### src/rtl/pin_accumulator.sv
// Per-channel windowed sums of din and ~din, handed off through a valid/ready output register.
// Optional PIN_ACC_SATURATE_EN makes every add clamp instead of wrapping.
module pin_accumulator #(
   parameter int CHANNELS  = 2,
   parameter int IN_WIDTH  = 20,
   parameter int ACC_WIDTH = 32,
   parameter int WINDOW    = 1024,
   localparam int WP_W     = $clog2(WINDOW)
) (
   input  logic                          sysclk,
   input  logic                          reset,
   input  logic                          enable,
   input  logic                          signed_mode,
   input  logic [CHANNELS*IN_WIDTH-1:0]  din,
   output logic [CHANNELS*ACC_WIDTH-1:0] pos_sum,
   output logic [CHANNELS*ACC_WIDTH-1:0] neg_sum,
   output logic                          out_valid,
   input  logic                          out_ready,
   output logic                          overrun,
   output logic [WP_W-1:0]               window_pos
);

   logic [CHANNELS-1:0][ACC_WIDTH-1:0] acc_p_q, acc_p_d;
   logic [CHANNELS-1:0][ACC_WIDTH-1:0] acc_n_q, acc_n_d;
   logic [CHANNELS-1:0][ACC_WIDTH-1:0] sum_p, sum_n;
   logic [CHANNELS*ACC_WIDTH-1:0]      pos_sum_q, pos_sum_d;
   logic [CHANNELS*ACC_WIDTH-1:0]      neg_sum_q, neg_sum_d;
   logic                               out_valid_q, out_valid_d;
   logic                               overrun_q, overrun_d;
   logic [WP_W-1:0]                    window_pos_q, window_pos_d;
   logic                               win_end;
   logic                               load;

   function automatic logic [ACC_WIDTH-1:0] add_ext(
      input logic [ACC_WIDTH-1:0] acc,
      input logic [IN_WIDTH-1:0]  x,
      input logic                 sgn
   );
      logic [ACC_WIDTH-1:0] ext;
`ifdef PIN_ACC_SATURATE_EN
      logic [ACC_WIDTH:0]   wide;
`endif
      ext = ACC_WIDTH'(x);
      if (sgn && x[IN_WIDTH-1])
         ext = ext | ({ACC_WIDTH{1'b1}} << IN_WIDTH);
`ifdef PIN_ACC_SATURATE_EN
      wide = {1'b0, acc} + {1'b0, ext};
      if (!sgn)
         return wide[ACC_WIDTH] ? {ACC_WIDTH{1'b1}} : wide[ACC_WIDTH-1:0];
      // Signed overflow: like-signed operands producing a result of the other sign.
      if ((acc[ACC_WIDTH-1] == ext[ACC_WIDTH-1]) && (wide[ACC_WIDTH-1] != acc[ACC_WIDTH-1]))
         return acc[ACC_WIDTH-1] ? {1'b1, {(ACC_WIDTH-1){1'b0}}} : {1'b0, {(ACC_WIDTH-1){1'b1}}};
      return wide[ACC_WIDTH-1:0];
`else
      return acc + ext;
`endif
   endfunction

   always_comb begin
      win_end = enable && (window_pos_q == WP_W'(WINDOW - 1));
      load    = win_end && (!out_valid_q || out_ready);

      for (int c = 0; c < CHANNELS; c++) begin
         sum_p[c] = add_ext(acc_p_q[c],  din[c*IN_WIDTH +: IN_WIDTH], signed_mode);
         sum_n[c] = add_ext(acc_n_q[c], ~din[c*IN_WIDTH +: IN_WIDTH], signed_mode);
      end

      acc_p_d      = acc_p_q;
      acc_n_d      = acc_n_q;
      window_pos_d = window_pos_q;
      pos_sum_d    = pos_sum_q;
      neg_sum_d    = neg_sum_q;
      out_valid_d  = out_valid_q;
      overrun_d    = overrun_q;

      if (enable) begin
         if (win_end) begin
            acc_p_d      = '0;
            acc_n_d      = '0;
            window_pos_d = '0;
         end else begin
            acc_p_d      = sum_p;
            acc_n_d      = sum_n;
            window_pos_d = window_pos_q + 1'b1;
         end
      end

      // The finished window includes this cycle's sample, so load the adder outputs directly.
      if (load) begin
         pos_sum_d   = sum_p;
         neg_sum_d   = sum_n;
         out_valid_d = 1'b1;
      end else if (out_valid_q && out_ready) begin
         out_valid_d = 1'b0;
      end

      if (win_end && out_valid_q && !out_ready)
         overrun_d = 1'b1;
   end

   always_ff @(posedge sysclk) begin
      if (reset) begin
         acc_p_q      <= '0;
         acc_n_q      <= '0;
         window_pos_q <= '0;
         pos_sum_q    <= '0;
         neg_sum_q    <= '0;
         out_valid_q  <= 1'b0;
         overrun_q    <= 1'b0;
      end else begin
         acc_p_q      <= acc_p_d;
         acc_n_q      <= acc_n_d;
         window_pos_q <= window_pos_d;
         pos_sum_q    <= pos_sum_d;
         neg_sum_q    <= neg_sum_d;
         out_valid_q  <= out_valid_d;
         overrun_q    <= overrun_d;
      end
   end

   assign pos_sum    = pos_sum_q;
   assign neg_sum    = neg_sum_q;
   assign out_valid  = out_valid_q;
   assign overrun    = overrun_q;
   assign window_pos = window_pos_q;

endmodule
### config.mk
export PLATFORM = sky130hd
export DESIGN_NAME = pin_accumulator
export DESIGN_NICKNAME = d
export VERILOG_FILES = /design/src/rtl/pin_accumulator.sv
export SDC_FILE = /design/constraint.sdc
export NUM_CORES = 1
export LEC_CHECK = 0
export ABC_AREA = 1
export CAP_MARGIN = 10
export CORE_AREA = 2 2 206 208
export CTS_CLUSTER_DIAMETER = 100
export DETAILED_ROUTE_END_ITERATION = 16
export DIE_AREA = 0 0 208 210
export PLACE_DENSITY = 0.76
export SLEW_MARGIN = 20
export SYNTH_ARGS = -nofsm -noshare
export SYNTH_HDL_FRONTEND = slang
export SYNTH_SLANG_ARGS = --single-unit
export TNS_END_PERCENT = 20
### constraint.sdc
create_clock -name sysclk -period 4.8 [get_ports sysclk]
set_clock_uncertainty 0.2 [all_clocks]
set_input_delay 0.96 -clock sysclk [delete_from_list [all_inputs] [get_ports sysclk]]
set_output_delay 0.96 -clock sysclk [all_outputs]
set_load 0.01 [all_outputs]
==> results of run 1 <==
kinds of logic (layout without fill, tap and decap cells):
logic type,Yosys count,after routing,share of synthesized area
flip-flops,268,268,0.290
AO/OA/AOI/OAI,418,418,0.123
other,0,1,0
adder cells (fa/ha/maj),85,85,0.0591
buffers and inverters,527,694,0.115
XOR/XNOR,84,84,0.0398
AND/OR/NAND/NOR,1708,1708,0.373
per-layer routing:
layer  vias up  track usage  wire (um)  share of wire
met5         -            0          0              0
met4         0       0.0934       2080          0.036
met3       130       0.0340       4170          0.072
met2       645        0.437      26300           0.45
met1      8789        0.349      25700           0.44
li1       9990            -          -              -
worst reg2reg max path: cells and delay by family, from the launching register on:
kind / cells / cell delay [ns]
AND/OR/NAND/NOR: 9 / 1.14
buffers and inverters: 2 / 0.88
flip-flops: 1 / 0.38
adder cells (fa/ha/maj): 1 / 0.19
AO/OA/AOI/OAI: 1 / 0.07
registers in the layout (all words and copies together) (netlist names):
register and cells:
neg_sum 64, out_valid 1, acc_n_q 64, pos_sum 64, window_pos 10, acc_p_q 64
overrun 1
how the worst max path moves through the flow:
stage	from	end	slack, ns	cells past startpoint
floorplan	din[20]	neg_sum[52]$_SDFFE_PP0P_	1.96	18
global placement	signed_mode	acc_p_q[54]$_SDFFE_PP0P_	0.87	15
detailed placement	signed_mode	pos_sum[59]$_SDFFE_PP0P_	0.86	17
CTS	signed_mode	pos_sum[59]$_SDFFE_PP0P_	1.48	17
global route	signed_mode	pos_sum[59]$_SDFFE_PP0P_	1.10	17
finish	signed_mode	acc_p_q[54]$_SDFFE_PP0P_	1.34	15
layout by cell type (no fill, tap or decap), types with 5 or more instances in the layout:
| cell type | netlist | routed |
|---|---|---|
| buf_4 | 10 | 22 |
| xor2_1 | 69 | 69 |
| clkbuf_16 | 0 | 31 |
| nand3_1 | 183 | 183 |
| clkdlybuf4s50_1 | 0 | 183 |
| a22oi_1 | 6 | 6 |
| nand3b_1 | 10 | 10 |
| ha_1 | 81 | 81 |
| dfxtp_1 | 268 | 268 |
| o21bai_1 | 8 | 8 |
| a21oi_1 | 232 | 232 |
| or2_2 | 23 | 23 |
| clkbuf_8 | 0 | 7 |
| o21ai_1 | 30 | 30 |
| nor3_1 | 16 | 16 |
| clkbuf_1 | 51 | 9 |
| a21o_1 | 5 | 5 |
| o211ai_1 | 24 | 24 |
| o21ai_0 | 91 | 91 |
| nor2_1 | 404 | 404 |
| inv_1 | 424 | 423 |
| xnor2_1 | 15 | 15 |
| nand4_1 | 30 | 30 |
| a41oi_1 | 19 | 19 |
| nand2_1 | 1026 | 1026 |
final cells by class:
cell class / count / area (sq um) / share of cell area
multi-input cells: 2295 / 11000 / 0.506
clock buffers: 47 / 906 / 0.0416
repair buffers: 210 / 2090 / 0.0960
inverters: 429 / 1610 / 0.0742
diodes: 1 / 2.50 / 0.000115
flip-flops and latches: 268 / 5370 / 0.247
well taps: 539 / 674 / 0.0310
clock inverters: 8 / 103 / 0.00471
where the power goes:
| part | internal [mW] | switching (mW) |
|---|---|---|
| Sequential | 2.35 | 0.0879 |
| Clock | 1.40 | 0.980 |
| Combinational | 0.613 | 1.27 |
| Total | 4.36 | 2.34 |
synthesized netlist by cell type, types with 3 or more instances:
master       n  area (sq um)
nand2_1   1026          3850
inv_1      424          1590
nor2_1     404          1520
dfxtp_1    268          5370
a21oi_1    232          1160
nand3_1    183           916
o21ai_0     91           455
ha_1        81          1010
xor2_1      69           604
clkbuf_1    51           191
nand4_1     30           188
o21ai_1     30           150
o211ai_1    24           180
or2_2       23           144
a41oi_1     19           166
buf_2       19          95.1
nor3_1      16          80.1
xnor2_1     15           131
buf_4       10          75.1
nand3b_1    10          75.1
buf_6        8          90.1
o21bai_1     8          60.1
a22oi_1      6          45.0
buf_1        6          22.5
a21o_1       5          37.5
and2_1       4          25.0
fa_1         4          80.1
inv_2        4          15.0
clkbuf_2     3          15.0
nand2_2      3          18.8
nor3b_1      3          22.5
per-stage QoR:
stage | setup slack (ns) | hold WS (ns)
finish | 1.34 | 0.268
global route | 1.10 | 0.280
CTS | 1.48 | 0.266
detailed placement | 0.861 | 0.256
global placement | 0.872 | 0.247
floorplan | 1.96 | 0.245
==> results.yml, run 1 <==
run_status:
  status: "complete, no violations"
grt:
  antenna_found_initial: 0
  grt-ovfl-total: 0
  grt_pass1_vias: 18100
  grt_pass1_wl_um: 93300
  grt_max_degree: 196
  grtUsageTotal: 0.262
setup_path:
  r2r-start: "window_pos[1]$_SDFFE_PP0P_"
  worstPathMaxFanout: 14
  path_common_cell: "nand2_1"
  r2r_end: "acc_p_q[52]$_SDFFE_PP0P_"
  cpPeakStageDelay_ns: 0.81
  slowest_stage: "clkdlybuf4s50_1"
  path_buf_inv: 5
  reg2regPathDepth: 13
  cpLargestDelayFamily: "buffers and inverters"
  required_ns: 5.09
  worstPathCellList: "clkdlybuf4s50_1 > buf_4 > nand2_1 > inv_1 > nand2_1 > nand2_1 > nand3_1 > inv_1 > nand2_1 > nand2_1 > inv_1 > nand2_1 > xor2_1 > nand2_1 > a21oi_1"
  endpoint_kind: "flip-flop"
  rrSetupSlack_ns: 1.77
  worstSetupStartpointType: "input port"
  cp_data_arrival_time_ns: 3.75
  crit_type: "input port to flip-flop"
route:
  first_pass_iters: 6
  drc: 0
  drt.antenna.violating_nets: 0
  wl_um: 58300
  vias_per_cell: 5.15
  drtIter0Drc: 1555
  via_count: 19600
  routedWlPerCell_um: 15.4
floorplan:
  core_region_area_sq_mm: 0.0415
  die_area_sq_mm: 0.0437
  std_cell_rows: 75
  start_util: 0.446
  die_height_um: 210
  ios: 185
  die_w_um: 208
clocking:
  cts_tree: "done"
  cts_root_buf: "clkbuf_16"
  post_cts_buffers: 0
  clk_pin_slew_ns: 0.05
  ctsHoldBuffers: 0
  cts_inserted_buffers: 31
  clkLatencyLatePin_ns: 0.60
  clock_sinks: 268
  cts_htree_levels: 1
  ctsResizeCount: 0
  clockBufferDepth: 3
timing:
  setup_viol_count_final: 0
  timing.setup.tns_ns: 0
  max_freq_mhz: 289
  min_period_ns: 3.46
  max_slew_margin: 0.303
  worst_slew_pin_slew_ns: 1.05
  finalCritPeriodShare: 0.720
  finalMaxSlewViolations: 0
  rsz0062_at_grt: "no"
  finalHoldViolCount: 0
synthesis:
  synth_ff_type: "dfxtp_1"
  synth_fp_nets: 3220
  ys_seq_area_frac: 0.290
  yosys_warnings: 0
  synth_edf_count: 0
  ys_types: 40
  ys_ff_latch: 268
  netlist_area_sq_mm: 0.0185
  avgSynthCellArea_sq_um: 5.99
  syn_inst: 3090
  async_reset_ff_frac: 0
final_layout:
  fin_cells: 3797
  nFillCells: 4235
  utilization: 0.525
  final_area_sq_mm: 0.0218
  drive_gt1_frac: 0.0338
  syn_to_final_growth_pct: 17.7
  nets: 3365
hold_path:
  worstHoldPathType: "flip-flop to flip-flop"
  worstHoldStart: "acc_p_q[30]$_SDFFE_PP0P_"
  whs_path_depth: 2
  hold_end: "acc_p_q[30]$_SDFFE_PP0P_"
flow_run:
  cap_violations: 0
power_and_ir_drop:
  power.density_mw_per_mm2: 308
  total_power_mw: 6.70
  ir_drop_mv: 0.319
  p_leak_nw: 11.0
place:
  place_congestion: 1.01
  portBuffers: 184
  dpl_cell_area_sq_mm: 0.0208
  dp_hpwl_um: 43900
  dpl.cell_count: 3741
Note: power is estimated with default switching activity, not from simulation.
==> inputs of run 2 (changes only) <==
==> constraint.sdc (replaced) <==
create_clock -name sysclk -period 3.6 [get_ports sysclk]
set_clock_uncertainty 0.2 [all_clocks]
set_input_delay 0.72 -clock sysclk [delete_from_list [all_inputs] [get_ports sysclk]]
set_output_delay 0.72 -clock sysclk [all_outputs]
set_load 0.01 [all_outputs]
==> results.yml, run 2 (synthesized netlist as in run 1, its figures left out) <==
setup_path:
  required_ns: 3.88
  worstSetupStartpointType: "input port"
  r2r_end: "neg_sum[19]$_SDFFE_PP0P_"
  r2r-start: "window_pos[0]$_SDFFE_PP0P_"
  worstPathMaxFanout: 23
  slowest_stage: "clkdlybuf4s50_1"
  worstPathCellList: "clkdlybuf4s50_1 > buf_4 > nand2_1 > buf_12 > nand2_1 > nand2_1 > nor2_1 > nand2_1 > nor2_1 > nand2_1 > nand2_1 > nand2_1 > nand2_1 > nand2_1 > o211ai_1 > inv_1"
  reg2regPathDepth: 15
  rrSetupSlack_ns: 0.98
  cpPeakStageDelay_ns: 0.72
  path_common_cell: "nand2_1"
  cp_data_arrival_time_ns: 3.40
  endpoint_kind: "flip-flop"
  crit_type: "input port to flip-flop"
route:
  drtIter0Drc: 1704
  wl_um: 59400
  routedWlPerCell_um: 15.5
  first_pass_iters: 5
  vias_per_cell: 5.11
  via_count: 19500
  drc: 0
  drt.antenna.violating_nets: 0
timing:
  finalMaxSlewViolations: 0
  finalCritPeriodShare: 0.865
  setup_ws_ns: 0.487
  max_slew_margin: 0.475
  rsz0062_at_grt: "no"
  finalHoldViolCount: 0
  min_period_ns: 3.11
  setup_viol_count_final: 0
  worst_slew_pin_slew_ns: 0.787
  max_freq_mhz: 321
grt:
  grt_pass1_wl_um: 95300
  grt-ovfl-total: 0
  grt_max_degree: 128
  antenna_found_initial: 1
  grtUsageTotal: 0.267
  grt_pass1_vias: 18600
flow_run:
  cap_violations: 0
floorplan:
  core_region_area_sq_mm: 0.0415
  start_util: 0.446
  die_area_sq_mm: 0.0437
  die_height_um: 210
  std_cell_rows: 75
  ios: 185
  die_w_um: 208
clocking:
  cts_inserted_buffers: 31
  clockBufferDepth: 3
  cts_tree: "done"
  cts_htree_levels: 1
  ctsResizeCount: 0
  clkLatencyLatePin_ns: 0.61
  clk_pin_slew_ns: 0.06
  ctsHoldBuffers: 0
  cts_root_buf: "clkbuf_16"
  clock_sinks: 268
  post_cts_buffers: 0
place:
  dpl.cell_count: 3766
  pre_cts_slack_ns: -0.00859
  place_congestion: 1.02
  dp_hpwl_um: 44800
  dpl_cell_area_sq_mm: 0.0210
  portBuffers: 184
final_layout:
  layout_commonest_cell: "nand2_1"
  fin_cells: 3820
  diodes: 0
  final_cell_mix: "nand2_1, inv_1, nor2_1"
  nets: 3390
  final_area_sq_mm: 0.0221
  drive_gt1_frac: 0.0411
  utilization: 0.532
  syn_to_final_growth_pct: 19.3
hold_path:
  hold_end: "acc_p_q[62]$_SDFFE_PP0P_"
  worstHoldStart: "acc_p_q[62]$_SDFFE_PP0P_"
  whs_path_depth: 2
  worstHoldPathType: "flip-flop to flip-flop"
power_and_ir_drop:
  ir_drop_mv: 0.384
  power.density_mw_per_mm2: 414
  p_leak_nw: 11.2
run_status:
  status: "complete, no violations"
run 2: stage by stage:
stage          total power, mW  setup TNS [ns]  hold slack (ns)
2_1_floorplan             5.06               0            0.245
3_3_place_gp              5.82         -0.0210            0.254
3_5_place_dp              5.82        -0.00859            0.256
4_1_cts                   9.13               0            0.265
5_1_grt                   9.62               0            0.283
6_report                  9.13               0            0.264
run 2: routing by layer:
layer  track usage  part of all wire
met1         0.355              0.45
met2         0.443              0.45
met3        0.0375             0.067
met4        0.0939             0.037
met5             0                 0
run 2: worst max path at each step:
stage	startpoint	endpoint	slack [ns]	cells past startpoint
final	signed_mode	neg_sum[55]$_SDFFE_PP0P_	0.49	16
after detailed placement	signed_mode	neg_sum[55]$_SDFFE_PP0P_	-0.009	16
after global routing	din[39]	acc_n_q[60]$_SDFFE_PP0P_	0.39	12
after floorplan	din[20]	neg_sum[52]$_SDFFE_PP0P_	1.0	18
after global placement	signed_mode	neg_sum[55]$_SDFFE_PP0P_	-0.02	16
after CTS	signed_mode	neg_sum[55]$_SDFFE_PP0P_	0.61	16
run 2: critical path: cells and delay by family:
family | cells | cell delay (ns)
AO/OA/AOI/OAI | 1 | 0.08
buffers and inverters | 4 | 1.20
AND/OR/NAND/NOR | 11 | 1.41
run 2: layout make-up:
cell class                      count  area [sq um]
Sequential cell                   268          5370
Timing Repair Buffer              235          2360
Fill cell                        4324         19400
Clock buffer                       44           875
Clock inverter                     10           169
Tap cell                          539           674
Inverter                          429          1610
Multi-Input combinational cell   2295         11000
run 2: power by group:
| group | total (mW) | internal [mW] | switching [mW] | leakage (nW) |
|---|---|---|---|---|
| Sequential | 3.25 | 3.13 | 0.117 | 2.18 |
| Combinational | 2.56 | 0.865 | 1.70 | 8.48 |
| Clock | 3.31 | 1.97 | 1.35 | 0.513 |
| Total | 9.13 | 5.97 | 3.16 | 11.2 |
